$ cat config.mk
export PLATFORM = sky130hd
export DESIGN_NAME = fetch_exec_ctrl
export DESIGN_NICKNAME = d
export VERILOG_FILES = /design/src/rtl/fetch_exec_ctrl.sv
export SDC_FILE = /design/constraint.sdc
export NUM_CORES = 1
export LEC_CHECK = 0
export CAP_MARGIN = 20
export CORE_MARGIN = 10
export CORE_UTILIZATION = 42
export CTS_BUF_LIST = sky130_fd_sc_hd__clkbuf_4
export DETAILED_ROUTE_END_ITERATION = 7
export PLACE_DENSITY = 0.78
export SYNTH_ARGS = -nofsm -noshare
export SYNTH_HDL_FRONTEND = slang
export SYNTH_SLANG_ARGS = --single-unit
export TNS_END_PERCENT = 5
$ cat constraint.sdc
create_clock -name clk -period 1.65 [get_ports clk]
set_input_delay 0.33 -clock clk [delete_from_list [all_inputs] [get_ports clk]]
set_output_delay 0.33 -clock clk [all_outputs]
set_load 0.03 [all_outputs]
$ cat src/rtl/fetch_exec_ctrl.sv
// fetch_exec_ctrl: instruction sequencer for the PC register, the 16-bit IR
// and the reg8_8 register file. It clears PC on start and fetches each
// instruction as two byte reads (low, then high) over a req/ack bus. It then
// decodes the IR and issues one register-file operation per instruction.
module fetch_exec_ctrl #(
  parameter int WAIT_MAX = 15,
  parameter int WAIT_W   = 4
) (
  input  logic        clk,
  input  logic        rst_n,
  input  logic        start,
  input  logic        mem_ack,
  input  logic [15:0] irout,
  output logic        mem_req,
  output logic        pc_enable,
  output logic [1:0]  pc_funsel,
  output logic        ir_enable,
  output logic [1:0]  ir_funsel,
  output logic        ir_lh,
  output logic [1:0]  rf_funsel,
  output logic [3:0]  rf_rsel,
  output logic [3:0]  rf_tsel,
  output logic [2:0]  rf_o1sel,
  output logic        busy,
  output logic        halted,
  output logic        illegal,
  output logic        bus_err
);

  typedef enum logic [2:0] {
    S_IDLE    = 3'd0,
    S_CLRPC   = 3'd1,
    S_FETCH_L = 3'd2,
    S_FETCH_H = 3'd3,
    S_DECODE  = 3'd4,
    S_EXEC    = 3'd5,
    S_HALT    = 3'd6
  } state_t;

  localparam logic [1:0] FS_CLR  = 2'b00;
  localparam logic [1:0] FS_LOAD = 2'b01;
  localparam logic [1:0] FS_DEC  = 2'b10;
  localparam logic [1:0] FS_INC  = 2'b11;

  localparam logic [2:0] OP_NOP  = 3'b000;
  localparam logic [2:0] OP_CLR  = 3'b001;
  localparam logic [2:0] OP_LDR  = 3'b010;
  localparam logic [2:0] OP_DEC  = 3'b011;
  localparam logic [2:0] OP_INC  = 3'b100;
  localparam logic [2:0] OP_OUT  = 3'b101;
  localparam logic [2:0] OP_ILL  = 3'b110;
  localparam logic [2:0] OP_HALT = 3'b111;

  // Last unacknowledged request cycle before the bus is declared dead.
  localparam logic [WAIT_W-1:0] WAIT_LAST = WAIT_W'(WAIT_MAX - 1);

  // Instruction fields.
  logic [2:0] ir_op;
  logic [2:0] ir_dst;
  logic [2:0] ir_src;
  logic       unused_irout;

  assign ir_op        = irout[15:13];
  assign ir_dst       = irout[12:10];
  assign ir_src       = irout[9:7];
  assign unused_irout = ^irout[6:0];

  // One-hot destination decode. Bits 3:0 are the R registers and bits 7:4
  // are the T registers.
  logic [7:0] dst_hot;
  for (genvar gi = 0; gi < 8; gi++) begin : g_dst
    assign dst_hot[gi] = (ir_dst == 3'(gi));
  end

  state_t            state_q,     state_d;
  logic [WAIT_W-1:0] wait_q,      wait_d;
  logic [2:0]        op_q,        op_d;
  logic              bus_err_q,   bus_err_d;
  logic              mem_req_q,   mem_req_d;
  logic              pc_clr_q,    pc_clr_d;
  logic [1:0]        pc_funsel_q, pc_funsel_d;
  logic [1:0]        ir_funsel_q, ir_funsel_d;
  logic              ir_lh_q,     ir_lh_d;
  logic [1:0]        rf_funsel_q, rf_funsel_d;
  logic [3:0]        rf_rsel_q,   rf_rsel_d;
  logic [3:0]        rf_tsel_q,   rf_tsel_d;
  logic [2:0]        rf_o1sel_q,  rf_o1sel_d;
  logic              busy_q,      busy_d;
  logic              halted_q,    halted_d;
  logic              illegal_q,   illegal_d;
  logic              fetch_d;

  // Next state, wait counter, captured opcode and sticky bus error.
  always_comb begin
    state_d   = state_q;
    wait_d    = wait_q;
    op_d      = op_q;
    bus_err_d = bus_err_q;
    case (state_q)
      S_IDLE: begin
        if (start) begin
          state_d   = S_CLRPC;
          bus_err_d = 1'b0;
        end
      end
      S_CLRPC: begin
        state_d = S_FETCH_L;
        wait_d  = '0;
      end
      S_FETCH_L, S_FETCH_H: begin
        if (mem_ack) begin
          state_d = (state_q == S_FETCH_L) ? S_FETCH_H : S_DECODE;
          wait_d  = '0;
        end else if (wait_q == WAIT_LAST) begin
          state_d   = S_HALT;
          bus_err_d = 1'b1;
          wait_d    = '0;
        end else begin
          wait_d = wait_q + WAIT_W'(1);
        end
      end
      S_DECODE: begin
        op_d    = ir_op;
        state_d = S_EXEC;
      end
      S_EXEC: begin
        state_d = (op_q == OP_HALT) ? S_HALT : S_FETCH_L;
        wait_d  = '0;
      end
      S_HALT: begin
        if (start) begin
          state_d   = S_CLRPC;
          bus_err_d = 1'b0;
        end
      end
      default: begin
        state_d = S_IDLE;
        wait_d  = '0;
      end
    endcase
  end

  // Registered outputs are computed from the upcoming state. Register-file
  // controls are decoded from irout while in DECODE, so they appear during
  // EXEC.
  always_comb begin
    fetch_d     = (state_d == S_FETCH_L) || (state_d == S_FETCH_H);
    mem_req_d   = fetch_d;
    ir_funsel_d = fetch_d ? FS_LOAD : FS_CLR;
    ir_lh_d     = (state_d == S_FETCH_H);
    pc_clr_d    = (state_d == S_CLRPC);
    pc_funsel_d = fetch_d ? FS_INC : FS_CLR;
    busy_d      = (state_d != S_IDLE) && (state_d != S_HALT);
    halted_d    = (state_d == S_HALT);
    rf_funsel_d = FS_CLR;
    rf_rsel_d   = '0;
    rf_tsel_d   = '0;
    rf_o1sel_d  = rf_o1sel_q;
    illegal_d   = 1'b0;
    if (state_q == S_DECODE) begin
      case (ir_op)
        OP_CLR: begin
          rf_funsel_d = FS_CLR;
          rf_rsel_d   = dst_hot[3:0];
          rf_tsel_d   = dst_hot[7:4];
        end
        OP_LDR: begin
          rf_funsel_d = FS_LOAD;
          rf_rsel_d   = dst_hot[3:0];
          rf_tsel_d   = dst_hot[7:4];
        end
        OP_DEC: begin
          rf_funsel_d = FS_DEC;
          rf_rsel_d   = dst_hot[3:0];
          rf_tsel_d   = dst_hot[7:4];
        end
        OP_INC: begin
          rf_funsel_d = FS_INC;
          rf_rsel_d   = dst_hot[3:0];
          rf_tsel_d   = dst_hot[7:4];
        end
        OP_OUT:  rf_o1sel_d = ir_src;
        OP_ILL:  illegal_d  = 1'b1;
        OP_NOP, OP_HALT: ;
        default: ;
      endcase
    end
  end

  // All state and output flops. Asynchronous reset drops every output at once.
  always_ff @(posedge clk or negedge rst_n) begin
    if (!rst_n) begin
      state_q     <= S_IDLE;
      wait_q      <= '0;
      op_q        <= OP_NOP;
      bus_err_q   <= 1'b0;
      mem_req_q   <= 1'b0;
      pc_clr_q    <= 1'b0;
      pc_funsel_q <= FS_CLR;
      ir_funsel_q <= FS_CLR;
      ir_lh_q     <= 1'b0;
      rf_funsel_q <= FS_CLR;
      rf_rsel_q   <= '0;
      rf_tsel_q   <= '0;
      rf_o1sel_q  <= '0;
      busy_q      <= 1'b0;
      halted_q    <= 1'b0;
      illegal_q   <= 1'b0;
    end else begin
      state_q     <= state_d;
      wait_q      <= wait_d;
      op_q        <= op_d;
      bus_err_q   <= bus_err_d;
      mem_req_q   <= mem_req_d;
      pc_clr_q    <= pc_clr_d;
      pc_funsel_q <= pc_funsel_d;
      ir_funsel_q <= ir_funsel_d;
      ir_lh_q     <= ir_lh_d;
      rf_funsel_q <= rf_funsel_d;
      rf_rsel_q   <= rf_rsel_d;
      rf_tsel_q   <= rf_tsel_d;
      rf_o1sel_q  <= rf_o1sel_d;
      busy_q      <= busy_d;
      halted_q    <= halted_d;
      illegal_q   <= illegal_d;
    end
  end

  // The byte-capture enables follow mem_ack in the same cycle. They are
  // gated by mem_req_q, which is high only while fetching.
  assign mem_req   = mem_req_q;
  assign ir_enable = mem_req_q & mem_ack;
  assign pc_enable = pc_clr_q | (mem_req_q & mem_ack);
  assign pc_funsel = pc_funsel_q;
  assign ir_funsel = ir_funsel_q;
  assign ir_lh     = ir_lh_q;
  assign rf_funsel = rf_funsel_q;
  assign rf_rsel   = rf_rsel_q;
  assign rf_tsel   = rf_tsel_q;
  assign rf_o1sel  = rf_o1sel_q;
  assign busy      = busy_q;
  assign halted    = halted_q;
  assign illegal   = illegal_q;
  assign bus_err   = bus_err_q;

endmodule
==> parameters.txt, run 1 <==
Parameter                              Value

Clock tree
  Buffers from clock root to sink, at most    2
  Clock-pin slew reported for the worst setup and hold paths after clock tree synthesis    approximately 0.10 ns
  Hold buffer count at cts    0
  Clock tree from TritonCTS    built
  Worst-skew pair later-pin latency    0.33 ns
  CTS H-tree depth    2
  Num Clock Sinks    30
  Cell at the root of the clock tree    sky130_fd_sc_hd__clkbuf_4
  Num CTS Buffers    5

Logic synthesis
  Ys flop type    sky130_fd_sc_hd__dfrtp_1
  Post-synthesis instance area    about 0.0013 sq mm
  Async set-or-reset flop fraction in the synthesized netlist    100.0%
  Distinct cell type count after synthesis    37
  Synthesized instance count    about 120
  Number of warnings printed during yosys synthesis    0
  FF+latch count, synth    30
  Part of the Yosys area used for sequential elements    around 57%
  Synthesized netlist net count    between 100 and 150
  Number of synthesized flops with an enable pin    0
  Mean Syn Cell Area    11.10 sq um

Global route
  Global-route wire length before repair    roughly 5300 um
  Vias in the first global route    about 1,200
  Antenna violations before repair    0
  Overall routing resource usage    about 11%
  Overflow after GRT    0
  Maximum number of pins on one net before global-route repair    31

Finish
  Area of all placed cells without fillers    0.001922 sq mm
  Nets    200
  Antenna cells    0
  Number of non-filler instances in the completed layout    approximately 220
  Layout area overhead    45.45%
  Share of final-layout standard cells stronger than drive strength 1    approximately 22%

Critical path
  Launching instance or port of the critical path    state_q[2]$_DFF_PN0_
  Register-to-register setup slack    ~0.040 ns
  Critical Path Sink Type    register
  Reg2reg end    rf_o1sel[2]$_DFFE_PN0P_
  Critical path data required time    about 1.9 ns
  Highest net fanout along the worst path    5
  Reg2Reg Depth    3
  Kind of critical path    register to register
  Launch point of the worst reg-to-reg path    state_q[2]$_DFF_PN0_
  Type of element launching the critical path    register
  Arrival @ worst endpoint    roughly 1.8 ns

Timing
  Hold Violations, Final    0
  Worst clock skew    roughly 0.0035 ns
  Unrepaired setup endpoints after global routing    yes
  Achievable clock frequency    621.2 MHz
  Final worst-path cycle share    between 90% and 100%
  TNS Setup    0 ns
  Final Critical Period    1.610 ns
  Min setup slack post-route    between 0.04 and 0.05 ns
  Final setup violation count    0
  Final Max Tran Viols    0
  Final worst hold slack    between 0.3 and 0.4 ns

Placement
  HPWL after DPL    approximately 2400 um
  RD Place Congestion    between 0.7 and 0.8
  Post-DP Area    approximately 0.0018 sq mm
  Post-placement setup slack    -0.4524 ns
  Number of placed cells counting well taps    213
  Number of buffer cells added on primary ports    36

Worst hold path
  Type of the worst min-delay path    input pin to asynchronous set/reset pin

Route
  Highest routed metal layer    met4
  Number of detailed-routing iterations run before antenna repair    4
  Via count normalized by instance count    ~4.8
  Detail Route met2 WL    about 1500 um
  Post-route DRC violation count    0
  WL met3    381 um
  Detailed Route Iter0 Violations    51
  Count of vias placed by the detailed router    about 1,100
  Remaining antenna violation count    0
  WL final    approximately 3100 um
  Average wire per cell in the routed design    ~14 um
  Post-route met1 wirelength    around 1200 um

Die
  Number of ports placed on the die boundary    45
  Total die area    a little under 0.006 sq mm
  Die width    approximately 76 um
  Number of rows in the core area    20
  Core Footprint    0.003028 sq mm
  Starting density of the core    between 40% and 50%
  Die boundary height    76.09 um

Run
  Number of max-capacitance violations reported    0

Outcome
  Outcome    complete, no violations

Power and ir drop
  Power per cell area    approximately 1500 mW/mm^2
  Leakage power total    roughly 0.001 uW
  Maximum vdd drop    approximately 800 uV
[registers in the layout (all words and copies together) (netlist names)]
name and cells:
rf_rsel 4, halted 1, bus_err 1, pc_funsel 1, busy 1, rf_tsel 4, wait_q 4, op_q 3
state_q 3, ir_lh 1, rf_funsel 2, rf_o1sel 3, illegal 1, pc_clr_q 1
[area by class of cell]
type                    count  area [sq um]
clock buffers               5         37.54
clock inverters             3         40.04
fillers                   252          1106
inverters                   5         18.77
multi-input cells          77         516.7
flip-flops and latches     30         750.7
well taps                  44         55.05
repair buffers             59         503.0
[worst max-delay path: stages, from the launching register on]
cell	delay, ns
sky130_fd_sc_hd__dfrtp_1	0.42
sky130_fd_sc_hd__or3b_1	0.47
sky130_fd_sc_hd__nor3_4	0.26
sky130_fd_sc_hd__mux2_1	0.35
[power breakdown]
group	internal [uW]	switching [uW]	total (uW)
Sequential	910	98.6	1010
Clock	314	267	580
Combinational	633	747	1380
Total	1860	1110	2970
[per-layer routing]
layer / global-route usage (%) / up-vias
met1: 10.87 / 510
li1: - / 525
met3: 7.901 / 4
met5: 0 / -
met2: 18.28 / 42
met4: 3.903 / 0
[cells in the mapped netlist (3+ instances only)]
library cell	instances	area [sq um]
sky130_fd_sc_hd__inv_1	5	18.77
sky130_fd_sc_hd__a21oi_1	5	25.02
sky130_fd_sc_hd__or3b_1	3	26.28
sky130_fd_sc_hd__nand3_1	4	20.02
sky130_fd_sc_hd__mux2_1	4	45.04
sky130_fd_sc_hd__nor2_1	7	26.28
sky130_fd_sc_hd__nor3_1	4	20.02
sky130_fd_sc_hd__nand2b_1	7	43.79
sky130_fd_sc_hd__o22ai_1	3	18.77
sky130_fd_sc_hd__nand2_1	11	41.29
sky130_fd_sc_hd__dfrtp_1	30	750.7
sky130_fd_sc_hd__buf_2	3	15.01
sky130_fd_sc_hd__buf_4	4	30.03
[cell usage in the layout, fill, tap and decap left out, types with 2 or more instances in the layout]
cell,synthesis,routed
sky130_fd_sc_hd__o21ai_0,2,2
sky130_fd_sc_hd__nand2b_1,7,7
sky130_fd_sc_hd__nand4_1,2,2
sky130_fd_sc_hd__clkbuf_4,0,5
sky130_fd_sc_hd__nor2_1,7,7
sky130_fd_sc_hd__nand3_1,4,3
sky130_fd_sc_hd__dlygate4sd2_1,0,23
sky130_fd_sc_hd__nor3_1,4,4
sky130_fd_sc_hd__clkdlybuf4s50_1,0,11
sky130_fd_sc_hd__a21oi_1,5,5
sky130_fd_sc_hd__mux2_2,2,2
sky130_fd_sc_hd__dfrtp_1,30,30
sky130_fd_sc_hd__inv_1,5,5
sky130_fd_sc_hd__mux2_1,4,4
sky130_fd_sc_hd__ha_1,2,2
sky130_fd_sc_hd__buf_4,4,24
sky130_fd_sc_hd__nor2b_1,2,2
sky130_fd_sc_hd__clkinv_2,0,2
sky130_fd_sc_hd__o22ai_1,3,3
sky130_fd_sc_hd__nand2_1,11,11
sky130_fd_sc_hd__or3b_1,3,3
[worst max path at each step]
stage                              endpoint  slack, ns  cells after the start
floorplan           rf_o1sel[0]$_DFFE_PN0P_      0.003                      5
global placement                  pc_enable      -0.43                      4
detailed placement                pc_enable      -0.45                      4
CTS                          busy$_DFF_PN0_       0.03                      6
global route                 busy$_DFF_PN0_      -0.06                      6
finish              rf_o1sel[2]$_DFFE_PN0P_       0.04                      3
[stage by stage]
| step | power (uW) | util, % |
|---|---|---|
| global placement | 2356 | 60.99 |
| global route | 3157 | 63.47 |
| finish | 2969 | 63.47 |
| CTS | 2963 | 62.81 |
| floorplan | 1821 | - |
| detailed placement | 2435 | 60.99 |
[kinds of logic after synthesis]
logic type	Yosys count	synth area share, %
XOR/XNOR	1	0.6630
AND/OR/NAND/NOR	49	21.31
adder cells (fa/ha/maj)	2	1.894
multiplexers	7	5.871
flip-flops	30	56.82
buffers and inverters	12	4.829
other	1	0.2838
AO/OA/AOI/OAI	17	8.334
[timing repair]
action                     CTS  global route
pin swaps                    1             2
gates resized for setup     32             1
buffers inserted             0             2
setup endpoints to repair   23             5
Note: power is estimated with default switching activity, not from simulation.
==> run 2: changes to the inputs <==
Settings changed: CORE_MARGIN 10 to 4, SLEW_MARGIN from default to 20.
==> run 2 against run 1 <==
Compared with the run above:
- routed wire length down 10%
- critical path depth up 3
- global-route usage up 4.2 points
- core utilization up 0.41 points
- clock skew up 0.0044 ns
- total power up 2.9%
- setup slack better by 0.027 ns
- combinational power down 4%
- sequential cell count unchanged
- critical path type unchanged
- largest power group unchanged
==> parameters.txt, run 2 (synthesis gave the netlist of run 1 again) <==
Parameter                              Value

Outcome
  Outcome    complete, no violations (unchanged)

Run
  Number of max-capacitance violations reported    0 (unchanged)

Timing
  TNS Setup    0 ns (unchanged)
  Achievable clock frequency    631.9 MHz (was 621.2 MHz)
  Final worst-path cycle share    95.91% (was 97.56%)
  Final Critical Period    1.583 ns (was 1.610 ns)
  Final Max Tran Viols    0 (unchanged)
  Final setup violation count    0 (unchanged)
  Hold Violations, Final    0 (unchanged)
  Unrepaired setup endpoints after global routing    yes (unchanged)
  Worst clock skew    0.007841 ns (was 0.003464 ns)

Global route
  Global-route wire length before repair    4761 um (was 5292 um)
  Maximum number of pins on one net before global-route repair    31 (unchanged)
  Overall routing resource usage    15.38% (was 11.18%)
  Antenna violations before repair    0 (unchanged)
  Overflow after GRT    0 (unchanged)
  Vias in the first global route    1,115 (was 1,171)

Critical path
  Critical Path Sink Type    register (unchanged)
  Kind of critical path    register to register (unchanged)
  Launch point of the worst reg-to-reg path    state_q[0]$_DFF_PN0_ (was state_q[2]$_DFF_PN0_)
  Arrival @ worst endpoint    1.79 ns (was 1.83 ns)
  Register-to-register setup slack    0.07 ns (was 0.04 ns)
  Type of element launching the critical path    register (unchanged)
  Critical path data required time    1.86 ns (was 1.87 ns)
  Reg2Reg Depth    6 (was 3)
  Reg2reg end    busy$_DFF_PN0_ (was rf_o1sel[2]$_DFFE_PN0P_)
  Highest net fanout along the worst path    11 (was 5)

Route
  Remaining antenna violation count    0 (unchanged)
  Number of detailed-routing iterations run before antenna repair    4 (unchanged)
  Detailed Route Iter0 Violations    30 (was 51)
  Count of vias placed by the detailed router    1,076 (was 1,081)
  WL final    2828 um (was 3148 um)
  Average wire per cell in the routed design    12.85 um (was 14.12 um)
  Post-route DRC violation count    0 (unchanged)
  Via count normalized by instance count    4.891 (was 4.848)

Clock tree
  Worst-skew pair later-pin latency    0.33 ns (about the same)
  Clock tree from TritonCTS    built (unchanged)
  Hold buffer count at cts    0 (unchanged)
  Cell at the root of the clock tree    sky130_fd_sc_hd__clkbuf_4 (unchanged)
  Clock-pin slew reported for the worst setup and hold paths after clock tree synthesis    0.10 ns (about the same)
  CTS H-tree depth    2 (unchanged)
  Buffers from clock root to sink, at most    2 (unchanged)
  Num Clock Sinks    30 (unchanged)
  Num CTS Buffers    5 (unchanged)

Placement
  HPWL after DPL    2154 um (was 2444 um)
  Number of placed cells counting well taps    212 (was 213)
  Number of buffer cells added on primary ports    36 (unchanged)
  RD Place Congestion    0.7753 (was 0.7539)

Finish
  Most common library cell in the layout ignoring fill and taps    sky130_fd_sc_hd__dfrtp_1 (unchanged)
  Share of final-layout standard cells stronger than drive strength 1    21.59% (was 22.35%)
  Layout area overhead    46.40% (was 45.45%)
  Nets    197 (was 200)
  Number of non-filler instances in the completed layout    220 (was 223)
  Antenna cells    0 (unchanged)
  Commonest cells after routing, fill and taps aside    sky130_fd_sc_hd__dfrtp_1 (30), sky130_fd_sc_hd__dlygate4sd2_1 (23), sky130_fd_sc_hd__buf_4 (21) (was sky130_fd_sc_hd__dfrtp_1 (30), sky130_fd_sc_hd__buf_4 (24), sky130_fd_sc_hd__dlygate4sd2_1 (23))

Die
  Die boundary height    64.09 um (was 76.09 um)
  Total die area    0.004108 sq mm (was 0.005790 sq mm)
  Core Footprint    0.003028 sq mm (unchanged)
  Die width    64.09 um (was 76.09 um)
  Number of rows in the core area    20 (unchanged)
  Starting density of the core    43.64% (unchanged)
  Number of ports placed on the die boundary    45 (unchanged)

Power and ir drop
  Final Power    3055 uW (was 2969 uW)
  Maximum vdd drop    874.8 uV (was 794.3 uV)
  Leakage power total    0.0009748 uW (was 0.0009826 uW)
  Power per cell area    1579 mW/mm^2 (was 1545 mW/mm^2)

Worst hold path
  Type of the worst min-delay path    input pin to asynchronous set/reset pin (unchanged)
-- run 2: repair_timing --
action	in CTS	in global routing
endpoints found under the hold margin	0	0
endpoints found under the setup margin	23	5
resized for setup	31	4
pin swaps	1	0
setup buffers	0	0
-- run 2: metrics by stage --
stage	setup slack (ns)	hold slack [ns]	area (sq um)	utilization (%)
6_report	0.06748	0.3772	1934	63.88
5_1_grt	-0.04917	0.4002	1934	63.88
4_1_cts	0.01127	0.3668	1916	63.26
3_5_place_dp	-0.4628	0.4848	1839	60.74
3_3_place_gp	-0.4215	0.4706	1839	60.74
2_1_floorplan	0.002641	0.03441	1321	-
-- run 2: layout make-up --
cell class                 instances  area (sq um)
clock buffer                       5         37.54
tap                               44         55.05
timing repair buffer              56         480.5
sequential                        30         750.7
fill                             265          1094
inverter                           5         18.77
multi-input combinational         77         528.0
clock inverter                     3         63.81
-- run 2: worst max path at each step --
stage | start | end | slack, ns | cells after the start
2_1_floorplan | state_q[1]$_DFF_PN0_ | rf_o1sel[0]$_DFFE_PN0P_ | 0.003 | 5
3_5_place_dp | mem_ack | pc_enable | -0.46 | 4
6_report | state_q[0]$_DFF_PN0_ | busy$_DFF_PN0_ | 0.07 | 6
5_1_grt | wait_q[0]$_DFFE_PN0N_ | busy$_DFF_PN0_ | -0.05 | 6
3_3_place_gp | mem_ack | pc_enable | -0.42 | 4
4_1_cts | state_q[1]$_DFF_PN0_ | rf_o1sel[0]$_DFFE_PN0P_ | 0.01 | 3
-- run 2: worst max-delay path: stages (launching register included) --
cell and delay [ns]:
sky130_fd_sc_hd__dfrtp_1 0.38, sky130_fd_sc_hd__buf_4 0.17, sky130_fd_sc_hd__mux2i_1 0.12, sky130_fd_sc_hd__o221ai_1 0.23, sky130_fd_sc_hd__inv_1 0.12, sky130_fd_sc_hd__nand3_1 0.10
sky130_fd_sc_hd__or3b_1 0.34
-- run 2: per-layer routing --
metal | vias to the layer above | global-route usage, % | share of wire (%)
li1 | 524 | - | -
met1 | 501 | 14.50 | 36
met2 | 45 | 26.45 | 51
met3 | 6 | 9.139 | 11
met4 | 0 | 7.124 | 2.0
met5 | - | 0 | 0
-- run 2: report_power, final --
group / total [uW] / switching [uW] / leakage (uW) / internal (uW)
Combinational: 1320 / 717 / 0.000527 / 603
Sequential: 1020 / 109 / 0.000395 / 910
Clock: 715 / 249 / 0.0000528 / 467
Total: 3050 / 1070 / 0.000975 / 1980
==> run 3: changes to the inputs <==
Settings changed: CTS_CLUSTER_SIZE from default to 14.
==> results of run 3 <==
Final layout, timing and power as in run 2 (identical DEF).
